`src/rtl/fetch_ctrl_if.sv`:
```
`default_nettype none
//------------------------------------------------------------------------------
// Module  : fetch_ctrl_if
// Brief   : Bundles the memory port, fetch op queue port and the pause/redirect
//           controls of the instruction fetch controller.
// Revision: 1.0 - initial release
//------------------------------------------------------------------------------
interface fetch_ctrl_if;
   logic        rdy_in;
   logic        mem_req_out;
   logic [31:0] mem_addr_out;
   logic        mem_gnt_in;
   logic        mem_valid_in;
   logic [31:0] mem_data_in;
   logic        inst_valid_out;
   logic [31:0] inst_out;
   logic [31:0] addr_out;
   logic        foq_full_in;
   logic        predict_fail_in;
   logic [31:0] redirect_pc_in;

   // Fetch controller side
   modport master (
      input  rdy_in, mem_gnt_in, mem_valid_in, mem_data_in,
             foq_full_in, predict_fail_in, redirect_pc_in,
      output mem_req_out, mem_addr_out, inst_valid_out, inst_out, addr_out
   );

   // Environment side: memory, queue and branch unit
   modport slave (
      output rdy_in, mem_gnt_in, mem_valid_in, mem_data_in,
             foq_full_in, predict_fail_in, redirect_pc_in,
      input  mem_req_out, mem_addr_out, inst_valid_out, inst_out, addr_out
   );
endinterface
`default_nettype wire

```
`src/rtl/fetch_ctrl.sv`:
```
`default_nettype none
//------------------------------------------------------------------------------
// Module  : fetch_ctrl
// Brief   : Front-end fetch sequencer. Owns the PC, keeps at most one word
//           fetch outstanding, offers each returned word with its address to
//           the fetch op queue, and drops responses made stale by a redirect.
// Revision: 1.0 - initial release
//------------------------------------------------------------------------------
module fetch_ctrl #(
   parameter logic [31:0] RESET_PC = 32'h0000_0000
) (
   input  logic        clk_in,
   input  logic        rst_in,
   fetch_ctrl_if.master bus
);

   // Reset PC is always word aligned regardless of the parameter value
   localparam logic [31:0] c_reset_pc = {RESET_PC[31:2], 2'b00};

   typedef enum logic [1:0] {
      ST_REQ  = 2'd0,
      ST_WAIT = 2'd1,
      ST_HOLD = 2'd2
   } state_t;

   state_t      r_st;
   logic [31:0] r_pc;
   logic        r_discard;
   logic [31:0] r_inst;
   logic [31:0] r_addr;

   state_t      w_st_nxt;
   logic [31:0] w_pc_nxt;
   logic        w_discard_nxt;
   logic [31:0] w_inst_nxt;
   logic [31:0] w_addr_nxt;
   logic [31:0] w_redirect_pc;

   assign w_redirect_pc = bus.redirect_pc_in & ~32'h3;

   // Registered state; reset wins over pause, pause is folded into next-state
   always_ff @(posedge clk_in) begin
      if (rst_in) begin
         r_st      <= ST_REQ;
         r_pc      <= c_reset_pc;
         r_discard <= 1'b0;
         r_inst    <= 32'h0;
         r_addr    <= 32'h0;
      end else begin
         r_st      <= w_st_nxt;
         r_pc      <= w_pc_nxt;
         r_discard <= w_discard_nxt;
         r_inst    <= w_inst_nxt;
         r_addr    <= w_addr_nxt;
      end
   end

   // Next-state: hold everything while paused; a mispredict overrides the
   // normal flow and marks any in-flight response for discard
   always_comb begin
      w_st_nxt      = r_st;
      w_pc_nxt      = r_pc;
      w_discard_nxt = r_discard;
      w_inst_nxt    = r_inst;
      w_addr_nxt    = r_addr;

      if (bus.rdy_in) begin
         if (bus.predict_fail_in) begin
            w_pc_nxt = w_redirect_pc;
            case (r_st)
               ST_REQ: begin
                  if (bus.mem_gnt_in) begin
                     w_st_nxt      = ST_WAIT;
                     w_discard_nxt = 1'b1;
                  end
               end
               ST_WAIT: begin
                  if (bus.mem_valid_in) begin
                     w_st_nxt      = ST_REQ;
                     w_discard_nxt = 1'b0;
                  end else begin
                     w_discard_nxt = 1'b1;
                  end
               end
               ST_HOLD: begin
                  w_st_nxt = ST_REQ;
               end
               default: begin
                  w_st_nxt = ST_REQ;
               end
            endcase
         end else begin
            case (r_st)
               ST_REQ: begin
                  if (bus.mem_gnt_in) begin
                     w_st_nxt = ST_WAIT;
                  end
               end
               ST_WAIT: begin
                  if (bus.mem_valid_in) begin
                     if (r_discard) begin
                        // Stale word; PC already points at the redirect target
                        w_discard_nxt = 1'b0;
                        w_st_nxt      = ST_REQ;
                     end else begin
                        w_inst_nxt = bus.mem_data_in;
                        w_addr_nxt = r_pc;
                        w_st_nxt   = ST_HOLD;
                     end
                  end
               end
               ST_HOLD: begin
                  if (!bus.foq_full_in) begin
                     w_pc_nxt = r_pc + 32'd4;
                     w_st_nxt = ST_REQ;
                  end
               end
               default: begin
                  w_st_nxt = ST_REQ;
               end
            endcase
         end
      end
   end

   // Outputs are qualified by rdy_in so a pause cannot issue or push anything
   assign bus.mem_req_out    = (r_st == ST_REQ) && bus.rdy_in;
   assign bus.mem_addr_out   = r_pc;
   assign bus.inst_valid_out = (r_st == ST_HOLD) && bus.rdy_in;
   assign bus.inst_out       = r_inst;
   assign bus.addr_out       = r_addr;

endmodule
`default_nettype wire
```
`src/flat_wrapper.sv`:
```
// flat-port wrapper written by rule: the top's interface ports become plain ports
module fetch_ctrl_flat 
#(
   parameter logic [31:0] RESET_PC = 32'h0000_0000
)
  (clk_in, rst_in, bus_rdy_in, bus_mem_gnt_in, bus_mem_valid_in, bus_mem_data_in, bus_foq_full_in, bus_predict_fail_in, bus_redirect_pc_in, bus_mem_req_out, bus_mem_addr_out, bus_inst_valid_out, bus_inst_out, bus_addr_out);
  fetch_ctrl_if bus_i ();
  input  logic clk_in;
  input  logic rst_in;
  input wire logic [$bits(bus_i.rdy_in)-1:0] bus_rdy_in;
  input wire logic [$bits(bus_i.mem_gnt_in)-1:0] bus_mem_gnt_in;
  input wire logic [$bits(bus_i.mem_valid_in)-1:0] bus_mem_valid_in;
  input wire logic [$bits(bus_i.mem_data_in)-1:0] bus_mem_data_in;
  input wire logic [$bits(bus_i.foq_full_in)-1:0] bus_foq_full_in;
  input wire logic [$bits(bus_i.predict_fail_in)-1:0] bus_predict_fail_in;
  input wire logic [$bits(bus_i.redirect_pc_in)-1:0] bus_redirect_pc_in;
  output wire logic [$bits(bus_i.mem_req_out)-1:0] bus_mem_req_out;
  output wire logic [$bits(bus_i.mem_addr_out)-1:0] bus_mem_addr_out;
  output wire logic [$bits(bus_i.inst_valid_out)-1:0] bus_inst_valid_out;
  output wire logic [$bits(bus_i.inst_out)-1:0] bus_inst_out;
  output wire logic [$bits(bus_i.addr_out)-1:0] bus_addr_out;
  assign bus_i.rdy_in = bus_rdy_in;
  assign bus_i.mem_gnt_in = bus_mem_gnt_in;
  assign bus_i.mem_valid_in = bus_mem_valid_in;
  assign bus_i.mem_data_in = bus_mem_data_in;
  assign bus_i.foq_full_in = bus_foq_full_in;
  assign bus_i.predict_fail_in = bus_predict_fail_in;
  assign bus_i.redirect_pc_in = bus_redirect_pc_in;
  assign bus_mem_req_out = bus_i.mem_req_out;
  assign bus_mem_addr_out = bus_i.mem_addr_out;
  assign bus_inst_valid_out = bus_i.inst_valid_out;
  assign bus_inst_out = bus_i.inst_out;
  assign bus_addr_out = bus_i.addr_out;
  fetch_ctrl #(.RESET_PC(RESET_PC)) u_core (.clk_in(clk_in), .rst_in(rst_in), .bus(bus_i));
endmodule
```
`config.mk`:
```
export PLATFORM = sky130hd
export DESIGN_NAME = fetch_ctrl_flat
export DESIGN_NICKNAME = d
export VERILOG_FILES = /design/src/rtl/fetch_ctrl_if.sv /design/src/rtl/fetch_ctrl.sv /design/src/flat_wrapper.sv
export SDC_FILE = /design/constraint.sdc
export NUM_CORES = 1
export LEC_CHECK = 0
export BUFFER_PORTS_ARGS = -buffer_cell sky130_fd_sc_hd__clkbuf_2
export CAP_MARGIN = 30
export CORE_MARGIN = 8
export CORE_UTILIZATION = 50
export CTS_BUF_LIST = sky130_fd_sc_hd__clkbuf_8
export DETAILED_ROUTE_END_ITERATION = 16
export PLACE_DENSITY = 0.92
export SYNTH_ARGS = -nofsm -noshare
export SYNTH_HDL_FRONTEND = slang
export SYNTH_SLANG_ARGS = --single-unit
```
`constraint.sdc`:
```
create_clock -name clk_in -period 4.5 [get_ports clk_in]
set_clock_uncertainty 0.1 [all_clocks]
set_input_delay 0.225 -clock clk_in [delete_from_list [all_inputs] [get_ports clk_in]]
set_output_delay 0.225 -clock clk_in [all_outputs]
set_load 0.02 [all_outputs]
```
After elaboration in Yosys (flattened, before gate mapping)
Cells that the tools add are included.
W data, S select, Z words.
- flip-flop bits (word level): 99
- bits of input ports: 71
- output and inout bits: 98
- add/subtract/negate cells: 1
- equal/unequal tests: 6
- mux-type cells: 17
- bitwise operators: 2
- reductions and logical operators: 11
- operator list (operator ; count):
    $mux W32 ; 3
    $add A32 B3 Y32 const B ; 1
    $mux W2 ; 6
    $reduce_and A5 Y1 ; 2
    $reduce_bool A2 Y1 ; 4
    $ne A3 B3 Y1 const B ; 2
    $pmux W2 S3 ; 1
    $reduce_and A3 Y1 ; 2
    $mux W1 ; 5
    $pmux W2 S2 ; 1
    $eq A2 B1 Y1 const B ; 1
    $eq A2 B2 Y1 const B ; 1
    $logic_and A1 B1 Y1 ; 2
    $logic_not A2 Y1 ; 1
    $ne A2 B1 Y1 const B ; 1
    $ne A2 B2 Y1 const B ; 1
    $not A1 Y1 ; 2
    $pmux W1 S2 ; 1

Longest topological paths before layout
Gate-level depths: netlist (run 1).
- depth after elaboration: 4
- gate-level depth with buffers: 8
- gate-level depth less buffers: 6

Worst setup path before layout (run 1)
Ideal clock, no wire load.
- kind: register -> register
- from: register u_core.r_pc[2] (netlist: u_core.bus.mem_addr_out[2])
- to: register u_core.r_pc[26] (netlist: u_core.bus.mem_addr_out[26])
- library setup time: 0.074 ns
- arrival: 1.998 ns
- required time: 4.326 ns
- path slack: 2.328 ns
- cell stages (with the launch flop): 7
- buffers on the path: 0
- period minus slack after synthesis: 2.172 ns
- path through: dfxtp_1 ha_1 nand4_2 nor4b_4 nand4_1 or4_1 a31oi_1
- cells in the longest elaborated chain, start to end: 4
- ends and longest elaborated chain (element ; RTL line ; RTL):
    start: declaration ; fetch_ctrl.sv:27 ; logic [31:0] r_pc;
    start signal: assignment ; fetch_ctrl.sv:45 ; r_pc <= c_reset_pc;
    start signal: assignment ; fetch_ctrl.sv:51 ; r_pc <= w_pc_nxt;
    $add A32 B3 Y32 ; fetch_ctrl.sv:114 ; w_pc_nxt = r_pc + 32'd4;
    $mux W32 ; fetch_ctrl.sv:113 ; if (!bus.foq_full_in) begin
    $mux W32 ; fetch_ctrl.sv:93 ; case (r_st)
    $mux W32 ; fetch_ctrl.sv:68 ; if (bus.predict_fail_in) begin
Every way passes these cells. The select of a mux whose other input is x is not followed.
A chain may end at the register's enable or synchronous reset.

Final worst setup path (run 1)
Ends and elaborated chain as after synthesis.

==> results of run 1 <==
==> power breakdown <==
part	internal, mW	switching [mW]
registers	0.861	0.0355
clock network	0.258	0.309
logic	0.0881	0.119
==> registers in the layout (all words and copies together), names as in the netlist <==
signal,cells
u_core.r_st,2
u_core.bus.addr_out,30
u_core.r_discard,1
u_core.bus.inst_out,32
u_core.bus.mem_addr_out,30
==> routing by layer <==
layer | vias to the layer above | GRT usage (%) | part of all wire [%]
met5 | - | 0 | 0
met4 | 0 | 11.5 | 3.1
met3 | 44 | 6.91 | 9.2
met2 | 234 | 38.7 | 51
met1 | 2244 | 25.4 | 37
li1 | 2312 | - | -
==> final timing paths <==
kind / from / endpoint / slack [ns] / cells after the start
worst max register to register: u_core.bus.mem_addr_out[2] / u_core.bus.mem_addr_out[26] / 2.10 / 6
worst min register to register: u_core.bus.addr_out[28] / u_core.bus.addr_out[28] / 0.36 / 2
worst max-delay path: u_core.bus.mem_addr_out[2] / u_core.bus.mem_addr_out[26] / 2.10 / 6
worst min-delay path: bus_redirect_pc_in[2] / u_core.bus.mem_addr_out[2] / 0.02 / 3
==> stage by stage <==
step | power (mW) | instances | worst slack (ns)
2_1_floorplan | 1.02 | 572 | 2.33
3_3_place_gp | 1.09 | 797 | 2.18
3_5_place_dp | 1.10 | 798 | 2.14
4_1_cts | 1.68 | 847 | 2.10
5_1_grt | 1.74 | 848 | 1.94
6_report | 1.67 | 849 | 2.10
==> tightest hold or removal path: cells and delay by family <==
family | cells | cell delay (ns)
simple gates | 1 | 0.07
compound gates | 1 | 0.06
buf+inv | 1 | 0.08
==> cells in the final DEF (no fill, tap or decap), types with 2 or more instances in the layout <==
cell type,instances
o21ai_0,17
nor2_1,26
inv_1,5
nor3_1,12
a21oi_1,84
dfxtp_1,95
nor3b_1,3
nand3_1,17
a211oi_1,4
buf_4,5
clkinvlp_4,2
mux2_2,2
conb_1,4
clkbuf_2,161
or4_1,3
clkbuf_8,9
and3_2,2
nand2_1,157
a22oi_1,7
nand4bb_1,2
nor2b_1,7
and4_1,5
inv_6,2
nand4_1,8
or3_1,3
a31oi_1,13
nor4_1,3
o31ai_1,4
mux2i_1,7
dlygate4sd3_1,34
a22o_1,3
a222oi_1,2
and3_1,7
==> cells by family after synthesis <==
family                     Yosys count  share of synthesized area [%]
adders and majority gates            1                          0.288
other                                1                         0.0862
AOI/OAI and AO/OA                  144                           19.0
and+or+nand+nor                    266                           29.3
buffers and inverters               53                           5.49
DFF                                 95                           43.7
muxes                                9                           2.13
==> cell type report <==
type	count	area (um2)	area share, %
multi-input combinational	424	2230	39.2
sequential	95	1900	33.5
timing repair buffer	201	1200	21.2
tap	108	135	2.38
clock buffer	9	124	2.18
clock inverter	7	71.3	1.26
inverter	4	15.0	0.264
antenna	1	2.50	0.0441
==> impl_results.md, run 1 <==
- Layout overhead on the synthesized area: 30.6%
- Largest area contributor in the netlist: dfxtp_1
- DR DRC count: 0
- GR Overflow Total: 0
- CP Launch Type: flip-flop
- CP endpoint kind: flip-flop
- Min-Delay Path Class: primary input to flip-flop
- Yosys warns: 0
- Vias/cell: 5.69
- Post-DR wirelength/cell: 16.4 um
- Clock Path Buffers: 2
- Worst-Margin Slew: 1.01 ns
- Worst EP arrival: 2.58 ns
- Synth Area per Inst: 7.65 um2
- Top cells by area, synth: dfxtp_1, nand2_1, a21oi_1
- I/O Buffers: 162
- H-tree Lvls: 3
- Row cnt: 34
- CTS root buffer: clkbuf_8
- Die area: 11900 um2
- Total I/O pin count: 169
- RD Place Congestion: 0.845
- CTS Sinks: 95
- PD cells: 294 nW/um2
- Vias in the first global route: 4653
- Final Core Density: 66.1%
- Detailed Place HPWL: 9.50 mm
- Synth async-reset ratio: 0%
- Clock Latency Late Sink: 0.36 ns
- Finished Cell Area: 5680 um2
- Setup bufs post-CTS: 0
- Max-cap check violation count: 0
- Placed Area: 5140 um2
- Slew Limit Fails: 0
- Crit path required time: 4.68 ns
- Fmax: 416 MHz
- Synth Cell Area: 4350 um2
- Final setup violation count: 0
- Setup TNS: 0 ns
- Routed vias: 4834
- LEAKAGE: 2.38 nW
- CP bufs+invs: 0
- CP max stage delay: 0.49 ns
- Min Tclk post-route: 2.40 ns
- Top-count cell post-synth: nand2_1
- Fraction of layout instances using a drive strength above 1: 26.8%
- Distinct cell type count after synthesis: 53
- Endpoints failing hold: 0
- Max_slew headroom: 32.7%
- IR drop worst, VDD: 142 uV
- CTS resizes: 0
- Seq/Total Area, Yosys: 43.7%
- Crit-path leading delay family: simple AND/OR/NAND/NOR gates
- Drt pass-1 iters: 5
- Fin crit share: 53.4%
- Post-Route WL: 13.9 mm
- Initial Util: 50.6%
- Commonest cells in the netlist: nand2_1, dfxtp_1, a21oi_1, clkbuf_1, nor2_1
- Yosys reg bits: 95
- Core Area: 8590 um2
- Largest net degree at the start of global routing: 99
- Fill count: 715
- Main synth FF type: dfxtp_1
- Routed Antenna Nets: 0
- Critical path, cell by cell: ha_1 > nand4_2 > nor4b_4 > nand4_1 > or4_1 > a31oi_1
- Die width: 109 um
- Die height: 109 um
- First-pass GRT wire length: 22.0 mm
- Final net count: 807
- Post-synth EDFFs: 0
- TritonCTS clock tree: built
- Crit path kind: flip-flop to flip-flop
- Outcome: complete, no violations
- Initial antenna violation count: 0
- Crit-path slowest cell: dfxtp_1
- Worst Path Max Fanout: 8
- RSZ-0062 raised after global routing: no
- Overall routing resource usage: 22.8%
- Initial detailed-routing violation count: 297
- Num CTS Buffers: 9
- Post-cts hold buffer count: 33
- Clk slew on worst S/H paths: 0.09 ns
- Post-Syn Instances: 569
- Top-area cell type share of the netlist area: 43.7%
- Hold Slack: 0.0217 ns
Power figures use the tool's default switching activity.
==> run 2, diff against run 1 <==
--- a/config.mk
+++ b/config.mk
@@ -5,13 +5,14 @@
 export SDC_FILE = /design/constraint.sdc
 export NUM_CORES = 1
 export LEC_CHECK = 0
+export ABC_AREA = 1
 export BUFFER_PORTS_ARGS = -buffer_cell sky130_fd_sc_hd__clkbuf_2
 export CAP_MARGIN = 30
 export CORE_MARGIN = 8
-export CORE_UTILIZATION = 50
+export CORE_UTILIZATION = 47
 export CTS_BUF_LIST = sky130_fd_sc_hd__clkbuf_8
 export DETAILED_ROUTE_END_ITERATION = 16
-export PLACE_DENSITY = 0.92
+export PLACE_DENSITY = 0.89
 export SYNTH_ARGS = -nofsm -noshare
 export SYNTH_HDL_FRONTEND = slang
 export SYNTH_SLANG_ARGS = --single-unit
==> constraint.sdc (replaced) <==
create_clock -name clk_in -period 2.1 [get_ports clk_in]
set_clock_uncertainty 0.1 [all_clocks]
set_input_delay 0.105 -clock clk_in [delete_from_list [all_inputs] [get_ports clk_in]]
set_output_delay 0.105 -clock clk_in [all_outputs]
set_load 0.02 [all_outputs]
==> impl_results.md, run 2 <==
- Fill count: 820
- Setup TNS: 0 ns
- CTS resizes: 0
- PD cells: 578 nW/um2
- Final net count: 969
- CP most frequent cell: nand2_1
- Min-Delay Path Depth: 5
- TritonCTS clock tree: built
- Routed Antenna Nets: 0
- Fin crit share: 86.2%
- Fraction of layout instances using a drive strength above 1: 22.9%
- CP max stage delay: 0.34 ns
- Yosys warns: 0
- Synth Area per Inst: 6.67 um2
- Main synth FF type: dfxtp_1
- CTS Sinks: 95
- Max FFs per register: 32
- Crit-path slowest cell: dfxtp_1
- Post-synth EDFFs: 0
- Critical path, cell by cell: ha_1 > nand2_1 > nor2_4 > nand2_1 > nor2_1 > nand2_1 > nand2_1 > nand3_1 > nand2_1 > a21oi_1
- Clock Power Share: 33.6%
- FF-to-FF path depth: 10
- Area taken by flip-flops and latches: 1900 um2
- Sw Pwr: 1.00 mW
- Die width: 116 um
- Number of stages on the worst setup path: 10
- Num CTS Buffers: 9
- Switching share of power: 27.9%
- I/O Buffers: 162
- Detailed Place HPWL: 10.5 mm
- CP bufs+invs: 0
- Post-Route WL: 15.5 mm
- Worst-Margin Slew: 0.504 ns
- DR DRC count: 0
- Antenna cells: 0
- RSZ-0062 raised after global routing: no
- Initial detailed-routing violation count: 816
- Slew Limit Fails: 0
- Internal power: 2.59 mW
- Row cnt: 36
- H-tree Lvls: 3
- Fmax: 553 MHz
- Routed vias: 5384
- Commonest cells after routing, fill and taps aside: nand2_1, clkbuf_2, a21oi_1
- Crit path kind: flip-flop to flip-flop
- CP Launch Type: flip-flop
- Endpoints failing hold: 0
- Sequential fraction of design power: 52.5%
- Min Tclk post-route: 1.81 ns
- Clock Path Buffers: 2
- Overall routing resource usage: 22.9%
- Synth async-reset ratio: 0%
- Initial antenna violation count: 0
- Distinct cell type count after synthesis: 34
- Largest area contributor in the netlist: dfxtp_1
- Placed Cells: 972
- Crit path required time: 2.25 ns
- Min-Delay Path Class: primary input to flip-flop
- First-pass GRT wire length: 25.0 mm
- Yosys reg bits: 95
- Die height: 116 um
- Clk slew on worst S/H paths: 0.09 ns
- Top-area cell type share of the netlist area: 40.5%
- Outcome: complete, no violations
- Initial Util: 48.2%
- CP endpoint kind: flip-flop
- CTS root buffer: clkbuf_8
- Max-cap check violation count: 0
- Die area: 13400 um2
- Commonest cells in the netlist: nand2_1, a21oi_1, dfxtp_1, nand3_1, nor2_1
- Worst Path Max Fanout: 6
- RD Place Congestion: 0.895
- Total I/O pin count: 169
- Clock Latency Late Sink: 0.36 ns
- Crit-path leading delay family: simple AND/OR/NAND/NOR gates
- Largest net degree at the start of global routing: 46
- Vias/cell: 5.21
- Most common cell after layout, fill and taps aside: nand2_1
- Area of the multi-input gates: 2380 um2
- Vias in the first global route: 5013
- Drt pass-1 iters: 5
- Top-count cell post-synth: nand2_1
- Seq/Total Area, Yosys: 40.5%
- Worst EP arrival: 1.96 ns
- Post-DR wirelength/cell: 15.0 um
- IR drop worst, VDD: 309 uV
- Layout overhead on the synthesized area: 32.3%
- Core Area: 9730 um2
- Post-Syn Instances: 703
- Post-layout instance count excluding filler cells: 1034
- Comb power frac: 13.9%
- LEAKAGE: 2.51 nW
- Max_slew headroom: 66.4%
- GR Overflow Total: 0
- Final setup violation count: 0
- Synth Cell Area: 4690 um2
- Top cells by area, synth: dfxtp_1, nand2_1, a21oi_1
==> run 2: changes by cell type after synthesis, sizes merged, moves of 12 or more <==
cell and change:
a21oi +12, nand3 +73, nand2 +60, clkbuf -15, nor2 +51, inv +30
a31oi -13
==> run 2: path summary, 6_finish.rpt <==
path | from | endpoint | slack (ns)
min reg2reg | u_core.bus.inst_out[15] | u_core.bus.inst_out[15] | 0.36
max | u_core.bus.mem_addr_out[2] | u_core.bus.mem_addr_out[22] | 0.29
min | bus_redirect_pc_in[26] | u_core.bus.mem_addr_out[26] | 0.002
max reg2reg | u_core.bus.mem_addr_out[2] | u_core.bus.mem_addr_out[22] | 0.29
==> run 2: repair_timing <==
item	4_1_cts	5_1_grt
setup buffers	0	0
hold endpoints to repair	46	1
setup endpoints to repair	0	0
hold buffers	46	1
==> run 2: worst reg2reg max path: cells and delay by family, from the launching register on <==
family                   cells  cell delay (ns)
AND/OR/NAND/NOR              8             1.04
flip-flops                   1             0.34
adder cells (fa/ha/maj)      1             0.19
AO/OA/AOI/OAI                1             0.05
==> run 2: cell type report <==
| type | instances | area share [%] |
|---|---|---|
| clock inverter | 6 | 1.01 |
| multi-input combinational | 532 | 38.4 |
| clock buffer | 9 | 2.00 |
| sequential | 95 | 30.6 |
| tap | 133 | 2.68 |
| inverter | 34 | 2.06 |
| timing repair buffer | 225 | 23.2 |
==> run 2: power by group through the flow <==
stage | registers (mW) | logic [mW] | clock network (mW)
final | 1.88 | 0.498 | 1.21
after global routing | 1.89 | 0.543 | 1.31
after CTS | 1.88 | 0.487 | 1.22
after detailed placement | 1.92 | 0.419 | 0
after global placement | 1.92 | 0.414 | 0
after floorplan | 1.95 | 0.231 | 0
==> run 2: kinds of logic after synthesis <==
logic type	Yosys count	synth area share, %
and+or+nand+nor	395	35.4
AOI/OAI and AO/OA	130	14.5
DFF	95	40.5
buffers and inverters	79	8.86
xor gates and xnor gates	2	0.374
adders and majority gates	1	0.267
other	1	0.0799
==> run 2: routing by layer <==
| layer | part of all wire (%) | global-route usage [%] |
|---|---|---|
| met2 | 48 | 39.2 |
| met4 | 1.0 | 4.93 |
| met1 | 43 | 28.3 |
| met3 | 7.9 | 5.58 |
| met5 | 0 | 0 |
==> run 2: per-stage QoR <==
stage / setup slack, ns / power, mW / util, % / hold slack (ns) / area, um2
final: 0.290 / 3.59 / 63.8 / 0.00157 / 6210
after global routing: 0.0790 / 3.74 / 63.8 / 0.00448 / 6210
after CTS: 0.309 / 3.59 / 63.7 / 0.00143 / 6200
after detailed placement: 0.335 / 2.34 / 57.0 / 0.265 / 5550
after global placement: 0.387 / 2.34 / 57.0 / 0.263 / 5550
after floorplan: 0.308 / 2.18 / - / 0.166 / 4700
